--- src/rtl/mem_port_arbiter.sv ---
// Shares a single-ported memory between instruction fetch and load/store ports.
// Optional MEM_ARB_RR_EN: round-robin on simultaneous requests (default: data over fetch).
module mem_port_arbiter #(
  parameter int unsigned ADDR_W   = 32,
  parameter int unsigned DATA_W   = 32,
  parameter int unsigned READ_LAT = 3
) (
  input  logic              clk,
  input  logic              rst_n,
  input  logic              i_if_req,
  input  logic [ADDR_W-1:0] i_if_addr,
  output logic              o_if_done,
  input  logic              i_d_req,
  input  logic              i_d_we,
  input  logic [ADDR_W-1:0] i_d_addr,
  input  logic [DATA_W-1:0] i_d_wdata,
  output logic              o_d_done,
  output logic [DATA_W-1:0] o_rdata,
  output logic [ADDR_W-1:0] o_mem_addr,
  output logic [DATA_W-1:0] o_mem_wdata,
  output logic              o_mem_wr,
  input  logic [DATA_W-1:0] i_mem_rdata,
  output logic              o_busy,
  output logic              o_owner
);

  localparam int unsigned     CNT_W    = 4;
  localparam logic [CNT_W-1:0] CNT_INIT = CNT_W'(READ_LAT - 1);

  typedef enum logic [1:0] {
    ST_IDLE   = 2'd0,
    ST_ACCESS = 2'd1,
    ST_DONE   = 2'd2
  } state_t;

  state_t            r_state, w_state;
  logic [CNT_W-1:0]  r_cnt, w_cnt;
  logic [ADDR_W-1:0] r_addr, w_addr;
  logic [DATA_W-1:0] r_wdata, w_wdata;
  logic [DATA_W-1:0] r_rdata, w_rdata;
  logic              r_we, w_we;
  logic              r_owner, w_owner;
  logic              r_if_done, w_if_done;
  logic              r_d_done, w_d_done;
  logic              r_mem_wr, w_mem_wr;
  logic              r_busy, w_busy;
  logic              w_grant_d;
`ifdef MEM_ARB_RR_EN
  logic              r_last_d, w_last_d;
`endif

  // Arbitration: which port wins when the arbiter is idle.
  always_comb begin
`ifdef MEM_ARB_RR_EN
    w_grant_d = i_d_req && (!i_if_req || !r_last_d);
`else
    w_grant_d = i_d_req;
`endif
  end

  // Next-state and registered-output logic.
  always_comb begin
    w_state   = r_state;
    w_cnt     = r_cnt;
    w_addr    = r_addr;
    w_wdata   = r_wdata;
    w_we      = r_we;
    w_owner   = r_owner;
    w_rdata   = r_rdata;
    w_if_done = 1'b0;
    w_d_done  = 1'b0;
    w_mem_wr  = 1'b0;
`ifdef MEM_ARB_RR_EN
    w_last_d  = r_last_d;
`endif
    case (r_state)
      ST_IDLE: begin
        if (i_if_req || i_d_req) begin
          w_state = ST_ACCESS;
          w_cnt   = CNT_INIT;
          w_owner = w_grant_d;
`ifdef MEM_ARB_RR_EN
          w_last_d = w_grant_d;
`endif
          if (w_grant_d) begin
            w_addr   = i_d_addr;
            w_wdata  = i_d_wdata;
            w_we     = i_d_we;
            w_mem_wr = i_d_we;
          end else begin
            w_addr = i_if_addr;
            w_we   = 1'b0;
          end
        end
      end
      ST_ACCESS: begin
        if (r_we || (r_cnt == '0)) begin
          if (!r_we) begin
            w_rdata = i_mem_rdata;
          end
          w_state   = ST_DONE;
          w_if_done = !r_owner;
          w_d_done  = r_owner;
        end else begin
          w_cnt = r_cnt - CNT_W'(1);
        end
      end
      ST_DONE: begin
        w_state = ST_IDLE;
      end
      default: begin
        w_state = ST_IDLE;
      end
    endcase
    w_busy = (w_state != ST_IDLE);
  end

  always_ff @(posedge clk or negedge rst_n) begin
    if (!rst_n) begin
      r_state   <= ST_IDLE;
      r_cnt     <= '0;
      r_addr    <= '0;
      r_wdata   <= '0;
      r_we      <= 1'b0;
      r_owner   <= 1'b0;
      r_rdata   <= '0;
      r_if_done <= 1'b0;
      r_d_done  <= 1'b0;
      r_mem_wr  <= 1'b0;
      r_busy    <= 1'b0;
`ifdef MEM_ARB_RR_EN
      r_last_d  <= 1'b0;
`endif
    end else begin
      r_state   <= w_state;
      r_cnt     <= w_cnt;
      r_addr    <= w_addr;
      r_wdata   <= w_wdata;
      r_we      <= w_we;
      r_owner   <= w_owner;
      r_rdata   <= w_rdata;
      r_if_done <= w_if_done;
      r_d_done  <= w_d_done;
      r_mem_wr  <= w_mem_wr;
      r_busy    <= w_busy;
`ifdef MEM_ARB_RR_EN
      r_last_d  <= w_last_d;
`endif
    end
  end

  assign o_if_done   = r_if_done;
  assign o_d_done    = r_d_done;
  assign o_rdata     = r_rdata;
  assign o_mem_addr  = r_addr;
  assign o_mem_wdata = r_wdata;
  assign o_mem_wr    = r_mem_wr;
  assign o_busy      = r_busy;
  assign o_owner     = r_owner;

endmodule

--- config.mk ---
export PLATFORM = sky130hd
export DESIGN_NAME = mem_port_arbiter
export DESIGN_NICKNAME = d
export VERILOG_FILES = /design/src/rtl/mem_port_arbiter.sv
export SDC_FILE = /design/constraint.sdc
export NUM_CORES = 1
export LEC_CHECK = 0
export ABC_AREA = 1
export CORE_ASPECT_RATIO = 0.9
export CORE_MARGIN = 2
export CORE_UTILIZATION = 65
export CTS_BUF_LIST = sky130_fd_sc_hd__clkbuf_4
export CTS_CLUSTER_DIAMETER = 150
export DETAILED_ROUTE_END_ITERATION = 6
export DONT_BUFFER_PORTS = 1
export GPL_TIMING_DRIVEN = 1
export PLACE_DENSITY = 0.89
export SETUP_SLACK_MARGIN = 0.02
export SLEW_MARGIN = 10
export SYNTH_ARGS = -nofsm -noshare
export SYNTH_HDL_FRONTEND = slang
export SYNTH_SLANG_ARGS = --single-unit
export TNS_END_PERCENT = 5
--- constraint.sdc ---
create_clock -name clk -period 1.7 [get_ports clk]
set_clock_uncertainty 0.1 [all_clocks]
set_input_delay 0.34 -clock clk [delete_from_list [all_inputs] [get_ports clk]]
set_output_delay 0.34 -clock clk [all_outputs]
set_load 0.02 [all_outputs]
# [After elaboration in Yosys (flattened, before gate mapping)]
# Cells that the tools add are included.
[totals] ff_bits=108 inputBits=133 word_cells=41
[op_classes] add_sub_neg=1 n_eq_ne=3 muxes=14 bitwise_logic=1 n_reduce_logical=11
[ops] operator="$mux W32" n=1
[ops] operator="$reduce_and A3 Y1" n=3
[ops] operator="$mux W4" n=2
[ops] operator="$pmux W4 S2" n=1
[ops] operator="$mux W1" n=7
[ops] operator="$logic_not A4 Y1" n=1
[ops] operator="$mux W2" n=2
[ops] operator="$ne A2 B2 Y1 const B" n=2
[ops] operator="$pmux W2 S2" n=1
[ops] operator="$reduce_bool A2 Y1" n=2
[ops] operator="$sub A4 B1 Y4 const B" n=1
[ops] operator="$eq A2 B1 Y1 const B" n=1
[ops] operator="$logic_not A2 Y1" n=1
[ops] operator="$logic_or A1 B1 Y1" n=2
[ops] operator="$reduce_and A2 Y1" n=1
[ops] operator="$logic_not A1 Y1" n=1
[ops] operator="$not A1 Y1" n=1

# [Longest topological paths before layout]
# Gate-level depths: netlist (run 1).
[depth] ltp_word=5 mapped_depth=7 mapped_depth_nobuf=7

# [Least setup slack after synthesis (run 1)]
# OpenSTA, ideal clock, no wires.
[synth_timing] path_kind="register -> register" from="register r_cnt[0]" to="register r_rdata[23], in the netlist o_rdata[23]" setup_ns=0.118 arrival_time_ns=1.147 t_required_ns=1.482 slack_ns=0.335 stages_incl_launch_ff=7 path_buffers=1 synth_period_minus_slack_ns=1.365 path_cell_list="dfrtp_1 inv_1 ha_1 nand4_4 buf_6 nand2_1 o21ai_2"
[synth_via] elab_chain_len=3
[synth_lines] item="start, declared" line="37" rtl="logic [CNT_W-1:0] r_cnt, w_cnt;"
[synth_lines] item="start signal, assigned" line="136" rtl="r_cnt <= w_cnt;"
[synth_lines] item="$logic_not A4 Y1" line="97" rtl="if (r_we || (r_cnt == '0)) begin"
[synth_lines] item="$logic_or A1 B1 Y1" line="97"
[synth_lines] item="$reduce_and A3 Y1 (no line)"
[synth_lines] item="end signal, assigned" line="141" rtl="r_rdata <= w_rdata;"
[synth_lines] item="end, declared" line="40" rtl="logic [DATA_W-1:0] r_rdata, w_rdata;"
# Every way passes these cells.
# A chain may end at the register's enable or synchronous reset.

# [Worst setup path in the final report (run 1)]
[layout_timing] from="input i_d_req" to="register r_addr[4], in the netlist o_mem_addr[4]"
[layout_via] elab_chain_len=2 elab_cells_between_ends=3
[layout_lines] item="start, declared" line="13" rtl="input logic i_d_req,"
[layout_lines] item="$logic_or A1 B1 Y1" line="78" rtl="if (i_if_req || i_d_req) begin"
[layout_lines] item="$reduce_and A2 Y1 (no line)"
[layout_lines] item="end signal, assigned" line="137" rtl="r_addr <= w_addr;"
[layout_lines] item="end, declared" line="38" rtl="logic [ADDR_W-1:0] r_addr, w_addr;"
# Parallel ways exist; a longest one is shown, timed or not.

==> results.ini, run 1 <==
[synth]
synth_ff_type=dfrtp_1
synth_edf_count=0
ys_async_sr_fraction_pct=100
synth-seq-cells=108
syn_area_um2=4760
syn_nets=674
synth_area_leaders=dfrtp_1, nand2_1, o21ai_2, inv_1, o21ai_0
ys_warn_count=0
synth.distinct_cells=21
synthCells=539
yosysMostFrequentCell=nand2_1
synth-seq-area-share_pct=56.8
netlist.area_leader.share_pct=56.8
synth.avg_cell_area_um2=8.83
synth_common_cells=nand2_1, dfrtp_1, inv_1
synth_largest_area_cell=dfrtp_1

[clock_network]
cts_tree=done
clk_pin_slew_ns=0.18
cts.path.max_buffers=2
postCtsHoldBufs=125
cts_buffers=9
cts_sinks=108
clock_latency_ns=0.46
htreeDepth=3
clock-root-buffer=clkbuf_4

[power_and_ir_drop]
clkPwrFrac_pct=11.4
pwr-share-seq_pct=58.2
intPower_w=0.00543
powerDensity_nw_per_um2=1750
p_sw_share_pct=50.1
combPwrFrac_pct=30.4
power_w=0.0109
power_switching_w=0.00544
p_leak_nw=3.16
vdd_drop_max_v=0.00101

[sta]
period_needed_ns=1.69
worstMarginPinSlew_ns=0.439
fmax_ghz=0.590
tns_ns=0
rsz0062_at_grt=true
drv_slew=0
whs_ns=-0.566
post-route-period-util_pct=99.6
final-setup-viol-count=0
slew_headroom_pct=70.4
finalHoldViolations=108

[global_route]
grt_antenna_before_repair=0
grt_pass1_wl_um=23300
grt_usage_pct=38.4
grt_pass1_vias=4568
gr-total-overflow=0
grt_max_degree=109

[layout]
drive_above_1_share_pct=9.86
nets=789
fillers=274
antenna_cells=0
finish.utilization_pct=87.6
multiInputGateArea_um2=1590
final_cells=752
area_delta_synth_final_pct=30.3
ff_latch_area_um2=2700

[route]
drt_wl_total_um=15000
drt.antenna.violating_nets=0
routed-via-count=4459
wire_per_inst_um=19.9
drt_iter0_markers=293
drtPass1Iterations=5
viasPerCell=5.93
drc_errors=0

[floorplan]
start_util_pct=67.3
core_area_um2=7080
die_y_um=85.2
io_pins=234
fp.dieW_um=94.2
fp-row-count=29
die-area_um2=8020

[job]
maxCapViolations=0

[placed_design]
place_inst=608
routabilityCongestion=0.739
dp_hpwl_um=7170
io_buffers=0

[worst_setup_path]
cp_data_required_time_ns=1.97
worstPathArrival_ns=1.96
startpoint_type=primary input
cp_max_fo=60
path_class=in2reg
end_kind=flop

[status]
status=complete, but fails checks
violations=hold timing

[worst_hold_path]
worst_hold_path_type=in2async

[flip-flops by register name, summed over array words and instances (netlist names)]
register / flops
o_owner: 1
r_state: 2
o_d_done: 1
o_mem_wr: 1
o_if_done: 1
o_mem_addr: 32
r_cnt: 4
r_we: 1
o_mem_wdata: 32
o_busy: 1
o_rdata: 32
[timing repair]
action                                  4_1_cts  5_1_grt
endpoints found under the setup margin        0       12
setup buffers                                 0        3
hold endpoints to repair                    208      108
resized for setup                             0        1
[cell usage in the layout (no fill, tap or decap), drive strengths merged]
| cell | n |
|---|---|
| nand2 | 176 |
| clkinv | 3 |
| dlygate4sd3 | 124 |
| inv | 77 |
| clkinvlp | 1 |
| xnor2 | 1 |
| o21ai | 100 |
| nor2 | 11 |
| clkbuf | 9 |
| ha | 2 |
| nand4 | 1 |
| o22ai | 1 |
| nand3 | 35 |
| dfrtp | 108 |
| buf | 10 |
[worst max-delay path: stages]
cell           delay (ns)
buf_12               0.24
nand2_1              0.08
dlygate4sd3_1        0.55
o21ai_0              0.06
dlygate4sd3_1        0.58
o21ai_1              0.08
[cells by family (layout without fill, tap and decap cells)]
group | Yosys count | count (layout) | synth area share [%]
flops | 108 | 108 | 56.8
buf+inv | 104 | 224 | 9.81
fa+ha+maj | 2 | 2 | 0.526
xor+xnor | 1 | 1 | 0.184
simple gates | 223 | 223 | 19.3
compound gates | 101 | 101 | 13.4
[area by class of cell]
| class | count | share of cell area, % |
|---|---|---|
| Tap cell | 93 | 1.88 |
| Sequential cell | 108 | 43.6 |
| Clock inverter | 7 | 1.09 |
| Clock buffer | 9 | 1.09 |
| Inverter | 74 | 4.48 |
| Multi-Input combinational cell | 327 | 25.6 |
| Timing Repair Buffer | 134 | 22.2 |
[final timing paths]
path / slack (ns) / start / endpoint / depth (start not counted)
worst max-delay path: 0.006 / i_d_req / o_mem_addr[4]$_DFFE_PN0P_ / 6
worst min-delay path: -0.57 / rst_n / o_mem_wdata[30]$_DFFE_PN0P_ / 0
worst max register to register: 0.07 / r_state[1]$_DFF_PN0_ / o_mem_wr$_DFF_PN0_ / 4
worst min register to register: 0.50 / r_cnt[3]$_DFFE_PN0P_ / r_cnt[3]$_DFFE_PN0P_ / 2
max in group asynchronous: 1.91 / rst_n / o_mem_addr[9]$_DFFE_PN0P_ / 0
min in group clk: 0.01 / i_d_addr[26] / o_mem_addr[26]$_DFFE_PN0P_ / 4
[layer usage]
| metal | GRT usage [%] | up-vias | wire length (µm) |
|---|---|---|---|
| met4 | 25.0 | 0 | 1090 |
| li1 | - | 1900 | - |
| met5 | 0 | - | 0 |
| met3 | 13.0 | 115 | 1670 |
| met2 | 63.7 | 371 | 7340 |
| met1 | 42.0 | 2073 | 4850 |
[metrics by stage]
| step | instance area [µm²] | hold WS (ns) | setup slack, ns |
|---|---|---|---|
| floorplan | 4760 | -0.0556 | 0.335 |
| global placement | 4780 | -0.0536 | 0.187 |
| detailed placement | 4780 | -0.0530 | 0.0920 |
| CTS | 6180 | -0.591 | 0.0780 |
| global route | 6200 | -0.610 | 0.00155 |
| finish | 6200 | -0.566 | 0.00632 |
[power by group through the flow]
stage               logic, W  registers [W]  clock network (W)
floorplan            0.00233        0.00593                  0
global placement     0.00253        0.00622                  0
detailed placement   0.00275        0.00627                  0
CTS                  0.00302        0.00621            0.00126
global route         0.00367        0.00640            0.00139
finish               0.00330        0.00633            0.00124
(Power assumes the default switching activity.)
==> run 2: changes to the inputs <==
- CORE_AREA: default -> 2 2 92 94
- CORE_ASPECT_RATIO: 0.9 -> default
- CORE_MARGIN: 2 -> default
- CORE_UTILIZATION: 65 -> default
- DIE_AREA: default -> 0 0 94 96
- PLACE_DENSITY: 0.89 -> 0.83
- SKIP_LAST_GASP: default -> 1
==> results.ini, run 2 (synthesized netlist as in run 1, its figures left out) <==
[status]
status=complete, but fails checks
violations=hold timing

[sta]
whs_ns=-0.544
rsz0062_at_grt=false
period_needed_ns=1.58
post-route-period-util_pct=93.2
worstMarginPinSlew_ns=0.337
fmax_ghz=0.631
finalHoldViolations=108
final-setup-viol-count=0
slew_headroom_pct=77.5
fin_ws_ns=0.116
drv_slew=0
tns_ns=0

[floorplan]
fp.dieW_um=94
fp-row-count=33
die-area_um2=9020
core_area_um2=8050
die_y_um=96
io_pins=234
start_util_pct=59.1

[layout]
area_delta_synth_final_pct=28.0
mostFrequentLayoutCell=nand2_1
drive_above_1_share_pct=9.91
antenna_cells=0
nets=776
final_cell_mix=nand2_1, dlygate4sd3_1, dfrtp_1

[clock_network]
clock-root-buffer=clkbuf_4
cts.path.max_buffers=2
cts_tree=done
cts_sinks=108
clock_latency_ns=0.43
cts_buffers=9
htreeDepth=3
clk_pin_slew_ns=0.18

[placed_design]
routabilityCongestion=0.755
dp_hpwl_um=6960
dp_slack_ns=0.222
io_buffers=0

[worst_setup_path]
r2r_cells=7
worstPathArrival_ns=1.83
end_kind=flop
cp_max_fo=35
startpoint_type=primary input
cp_data_required_time_ns=1.95
path_class=in2reg

[global_route]
grt_pass1_wl_um=19700
grt_usage_pct=28.4
grt_antenna_before_repair=0
grt_pass1_vias=4229
gr-total-overflow=0
grt_max_degree=109

[route]
drt_iter0_markers=216
wire_per_inst_um=17.1
drtPass1Iterations=5
drt_wl_total_um=12900
drt.antenna.violating_nets=0
viasPerCell=5.42
drc_errors=0
routed-via-count=4074

[power_and_ir_drop]
vdd_drop_max_v=0.000780
powerDensity_nw_per_um2=1710
p_leak_nw=3.11

[worst_hold_path]
worst_hold_path_type=in2async

[job]
maxCapViolations=0

-- run 2: critical path, stage by stage --
cell and delay (ns):
buf_16 0.15, nand2_1 0.07, dlygate4sd3_1 0.54, o21ai_0 0.08, dlygate4sd3_1 0.59, o21ai_1 0.06
-- run 2: area by class of cell --
| type | count | area (µm²) |
|---|---|---|
| Sequential cell | 108 | 2700 |
| Fill cell | 520 | 1960 |
| Multi-Input combinational cell | 327 | 1590 |
| Timing Repair Buffer | 121 | 1260 |
| Inverter | 74 | 278 |
| Tap cell | 105 | 131 |
| Clock buffer | 9 | 67.6 |
| Clock inverter | 7 | 57.6 |
-- run 2: what timing repair did --
action / CTS / global route
endpoints found under the hold margin: 201 / 111
endpoints found under the setup margin: 0 / 1
resized for setup: 0 / 1
setup buffers: 0 / 0
hold buffers: 111 / 2
-- run 2: layer usage --
layer | wire, µm | track usage [%] | vias to the layer above
li1 | - | - | 1871
met1 | 4490 | 30.1 | 1905
met2 | 6770 | 51.1 | 244
met3 | 1010 | 8.54 | 54
met4 | 588 | 14.9 | 0
met5 | 0 | 0 | -
-- run 2: power breakdown --
| part | leakage (nW) | switching (W) | internal [W] |
|---|---|---|---|
| Clock | 0.0648 | 0.000862 | 0.000322 |
| Sequential | 1.33 | 0.00244 | 0.00379 |
| Combinational | 1.72 | 0.00178 | 0.00124 |
-- run 2: path summary, 6_finish.rpt --
path	start	endpoint	slack [ns]
max	i_d_req	o_mem_addr[21]$_DFFE_PN0P_	0.12
min	rst_n	o_rdata[4]$_DFFE_PN0P_	-0.54
max reg2reg	r_cnt[0]$_DFFE_PN0P_	r_cnt[0]$_DFFE_PN0P_	0.21
min reg2reg	r_cnt[0]$_DFFE_PN0P_	r_cnt[0]$_DFFE_PN0P_	0.47
max in group asynchronous	rst_n	o_mem_wdata[5]$_DFFE_PN0P_	1.83
min in group clk	i_d_addr[9]	o_mem_addr[9]$_DFFE_PN0P_	0.02
-- run 2: metrics by stage --
stage               instance area, µm²  power, W  instances  util [%]
floorplan                         4760   0.00826        539         -
global placement                  4790   0.00874        621      59.5
detailed placement                4790   0.00894        621      59.5
CTS                               6040    0.0104        748      75.0
global route                      6090    0.0111        751      75.6
finish                            6090    0.0104        751      75.6
==> run 3: changes to the inputs <==
- ABC_AREA: 1 -> default
- CORE_AREA: 2 2 92 94 -> 2 2 91 93
- DIE_AREA: 0 0 94 96 -> 0 0 93 95
- REMOVE_ABC_BUFFERS: default -> 1
==> results.ini, run 3 <==
[status]
status=aborted with a tool error
stop_stage=clock tree synthesis (4_1_cts)
error=[ERROR RSZ-0060] Max buffer count reached.

[clock_network]
htreeDepth=3
cts_buffers=9
post_cts_buffers=1
cts_resized=2
cts.path.max_buffers=2
postCtsHoldBufs=101
cts_sinks=108
clock-root-buffer=clkbuf_4

[floorplan]
fp-row-count=33
io_pins=234
die_y_um=95
start_util_pct=58.8
fp.dieW_um=93

[placed_design]
routabilityCongestion=0.762
dp_slack_ns=-0.00981
dp_hpwl_um=6960
io_buffers=0

[synth]
synthMuxAreaShare_pct=27.5
netlist.area_leader.share_pct=58.0
synth_compound_area_share_pct=4.59
synth_largest_area_cell=dfrtp_1
syn_area_um2=4660
ys_warn_count=0
synth_ff_type=dfrtp_1
synthCells=324
synth_common_cells=dfrtp_1, mux2_4, nand2_1
synth_area_leaders=dfrtp_1, mux2_4, mux2i_1, o21ai_0, nand2_1
synth_edf_count=0
synth_top_family_by_area=multiplexers
ys_async_sr_fraction_pct=100
synth_xor_area_share_pct=0
synth.distinct_cells=32
synth.avg_cell_area_um2=14.4
synth-seq-cells=108
synth-simple-area-share_pct=5.75
synth-seq-area-share_pct=58.0
synth_fa_ha_area_share_pct=0.537
yosysMostFrequentCell=dfrtp_1

==> run 3: cell types whose count changed after synthesis, sizes merged, moves of 2 or more <==
cell	before	now
a21o	0	2
and2	0	2
buf	19	13
clkbuf	11	5
inv	74	3
mux2	0	64
mux2i	0	34
nand2	176	38
nand3	35	2
nor2	11	5
nor3	0	2
o21ai	100	34
or3	0	2
==> run 3: cells by family after synthesis <==
family / after synthesis
AOI/OAI and AO/OA: 39
muxes: 98
adders and majority gates: 2
and+or+nand+nor: 56
buffers and inverters: 21
DFF: 108
==> run 3: per-stage QoR <==
stage | setup TNS [ns] | hold slack (ns) | cells | cell area (µm²)
3_5_place_dp | -0.0267 | -0.0543 | 419 | 4750
2_1_floorplan | -19.61 | -0.0556 | 306 | 4500
3_3_place_gp | 0 | -0.0540 | 419 | 4750
==> run 4: changes to the inputs <==
- CORE_AREA: 2 2 91 93 -> default
- CORE_UTILIZATION: default -> 40
- CTS_BUF_LIST: sky130_fd_sc_hd__clkbuf_4 -> default
- CTS_CLUSTER_DIAMETER: 150 -> default
- DIE_AREA: 0 0 93 95 -> default
- PLACE_DENSITY: 0.83 -> default
- PLACE_DENSITY_LB_ADDON: default -> 0.15
- SETUP_SLACK_MARGIN: 0.02 -> default
==> results.ini, run 4 <==
[worst_setup_path]
worstPathArrival_ns=1.76
setup.worst_path.start=r_cnt[0]$_DFFE_PN0P_
r2r_slack_ns=0.07
cp_data_required_time_ns=1.82
r2r_cells=6
rr_startpoint=r_cnt[0]$_DFFE_PN0P_
path_class=reg2reg
r2r_end=o_rdata[21]$_DFFE_PN0P_
end_kind=flop
cp_max_fo=16
startpoint_type=flop

[power_and_ir_drop]
vdd_drop_max_v=0.00116
p_leak_nw=2.46
powerDensity_nw_per_um2=2180

[layout]
nets=462
antenna_cells=0
mostFrequentLayoutCell=dfrtp_1
area_delta_synth_final_pct=9.40
drive_above_1_share_pct=28.3
final_cell_mix=dfrtp_1, mux2_4, nand2_1
final_area_um2=5100
finish.utilization_pct=44.8
fillers=1018
final_cells=475

[placed_design]
placedInstanceArea_um2=4810
dp_slack_ns=0.0886
io_buffers=0
routabilityCongestion=0.708
dp_hpwl_um=6180
place_inst=459

[global_route]
grt_max_degree=109
grt_pass1_vias=2540
grt_antenna_before_repair=0
grt_usage_pct=14.8
grt_pass1_wl_um=13100
gr-total-overflow=0

[synth]
synth_largest_area_cell=dfrtp_1
synth.distinct_cells=32
yosysMostFrequentCell=dfrtp_1
synth_edf_count=0
ys_warn_count=0
synth_area_leaders=dfrtp_1, mux2_4, mux2i_1, o21ai_0, nand2_1
synth.avg_cell_area_um2=14.4
netlist.area_leader.share_pct=58.0
synth_top_family_by_area=multiplexers
synth_fa_ha_area_share_pct=0.537
synth_ff_type=dfrtp_1
synth-seq-cells=108
synth_compound_area_share_pct=4.59
synth-simple-area-share_pct=5.75
synth-seq-area-share_pct=58.0
synthCells=324
synth_common_cells=dfrtp_1, mux2_4, nand2_1
syn_area_um2=4660
ys_async_sr_fraction_pct=100
synthMuxAreaShare_pct=27.5
synth_xor_area_share_pct=0

[route]
drt.antenna.violating_nets=0
drc_errors=0
drt_wl_total_um=8930
routed-via-count=2440
drt_iter0_markers=115
drtPass1Iterations=4
wire_per_inst_um=18.8
viasPerCell=5.14

[sta]
post-route-period-util_pct=96.0
worstMarginPinSlew_ns=0.349
finalHoldViolations=108
fmax_ghz=0.613
slew_headroom_pct=76.6
rsz0062_at_grt=true
final-setup-viol-count=0
whs_ns=-0.413
fin_ws_ns=0.0683
drv_slew=0
period_needed_ns=1.63

[floorplan]
die-area_um2=12100
fp-row-count=39
core_area_um2=11400
start_util_pct=41.0
io_pins=234
die_y_um=110
fp.dieW_um=110

[status]
violations=hold timing
status=complete, but fails checks

[clock_network]
clk_pin_slew_ns=0.07
cts_buffers=9
post_cts_buffers=0
cts_tree=done
cts_sinks=108
clock_latency_ns=0.34
clock-root-buffer=clkbuf_16
htreeDepth=3
cts.path.max_buffers=2
cts_resized=0

[job]
maxCapViolations=0

[worst_hold_path]
worst_hold_path_type=in2async

run 4: cells by family after synthesis:
family / count (synthesis)
compound gates: 39
mux: 98
flops: 108
fa+ha+maj: 2
simple gates: 56
buf+inv: 21
run 4: worst max-delay path by stage:
stage / endpoint / cells after the start
finish: o_rdata[21]$_DFFE_PN0P_ / 6
floorplan: o_mem_addr[0]$_DFFE_PN0P_ / 2
detailed placement: o_rdata[21]$_DFFE_PN0P_ / 6
global route: r_cnt[1]$_DFFE_PN0P_ / 6
global placement: o_rdata[1]$_DFFE_PN0P_ / 6
CTS: o_rdata[21]$_DFFE_PN0P_ / 6
run 4: report_power, final:
group | leakage (nW) | internal (W) | total [W] | switching, W
Clock | 0.140 | 0.00111 | 0.00200 | 0.000888
Sequential | 1.29 | 0.00384 | 0.00629 | 0.00245
Combinational | 1.03 | 0.00175 | 0.00280 | 0.00106
Total | 2.46 | 0.00670 | 0.0111 | 0.00439
run 4: per-stage QoR:
| stage | setup TNS, ns | hold slack, ns | power (W) |
|---|---|---|---|
| CTS | 0 | -0.436 | 0.0112 |
| detailed placement | 0 | -0.0533 | 0.00917 |
| finish | 0 | -0.413 | 0.0111 |
| global placement | 0 | -0.0533 | 0.00910 |
| floorplan | -19.61 | -0.0556 | 0.00832 |
| global route | -0.742 | -0.438 | 0.0118 |
run 4: worst max-delay path, stage by stage (launching register included):
cell     delay (ns)
dfrtp_1        0.38
inv_1          0.09
ha_1           0.14
nor3b_2        0.20
nand2_2        0.12
buf_12         0.18
mux2_4         0.30
run 4: area by class of cell:
class                           count  area (µm²)  area share, %
Multi-Input combinational cell    195        1800           35.2
Sequential cell                   108        2700           53.0
Tap cell                          143         179           3.51
Timing Repair Buffer               10         125           2.45
Clock buffer                       15         278           5.45
Inverter                            3        11.3          0.221
Clock inverter                      1        5.00         0.0982
run 4: layer usage:
metal	global-route usage [%]	part of all wire (%)	vias up
met1	17.2	41	1163
met5	0	0	-
li1	-	-	1120
met4	6.57	1.6	0
met3	5.81	10	9
met2	24.0	47	148
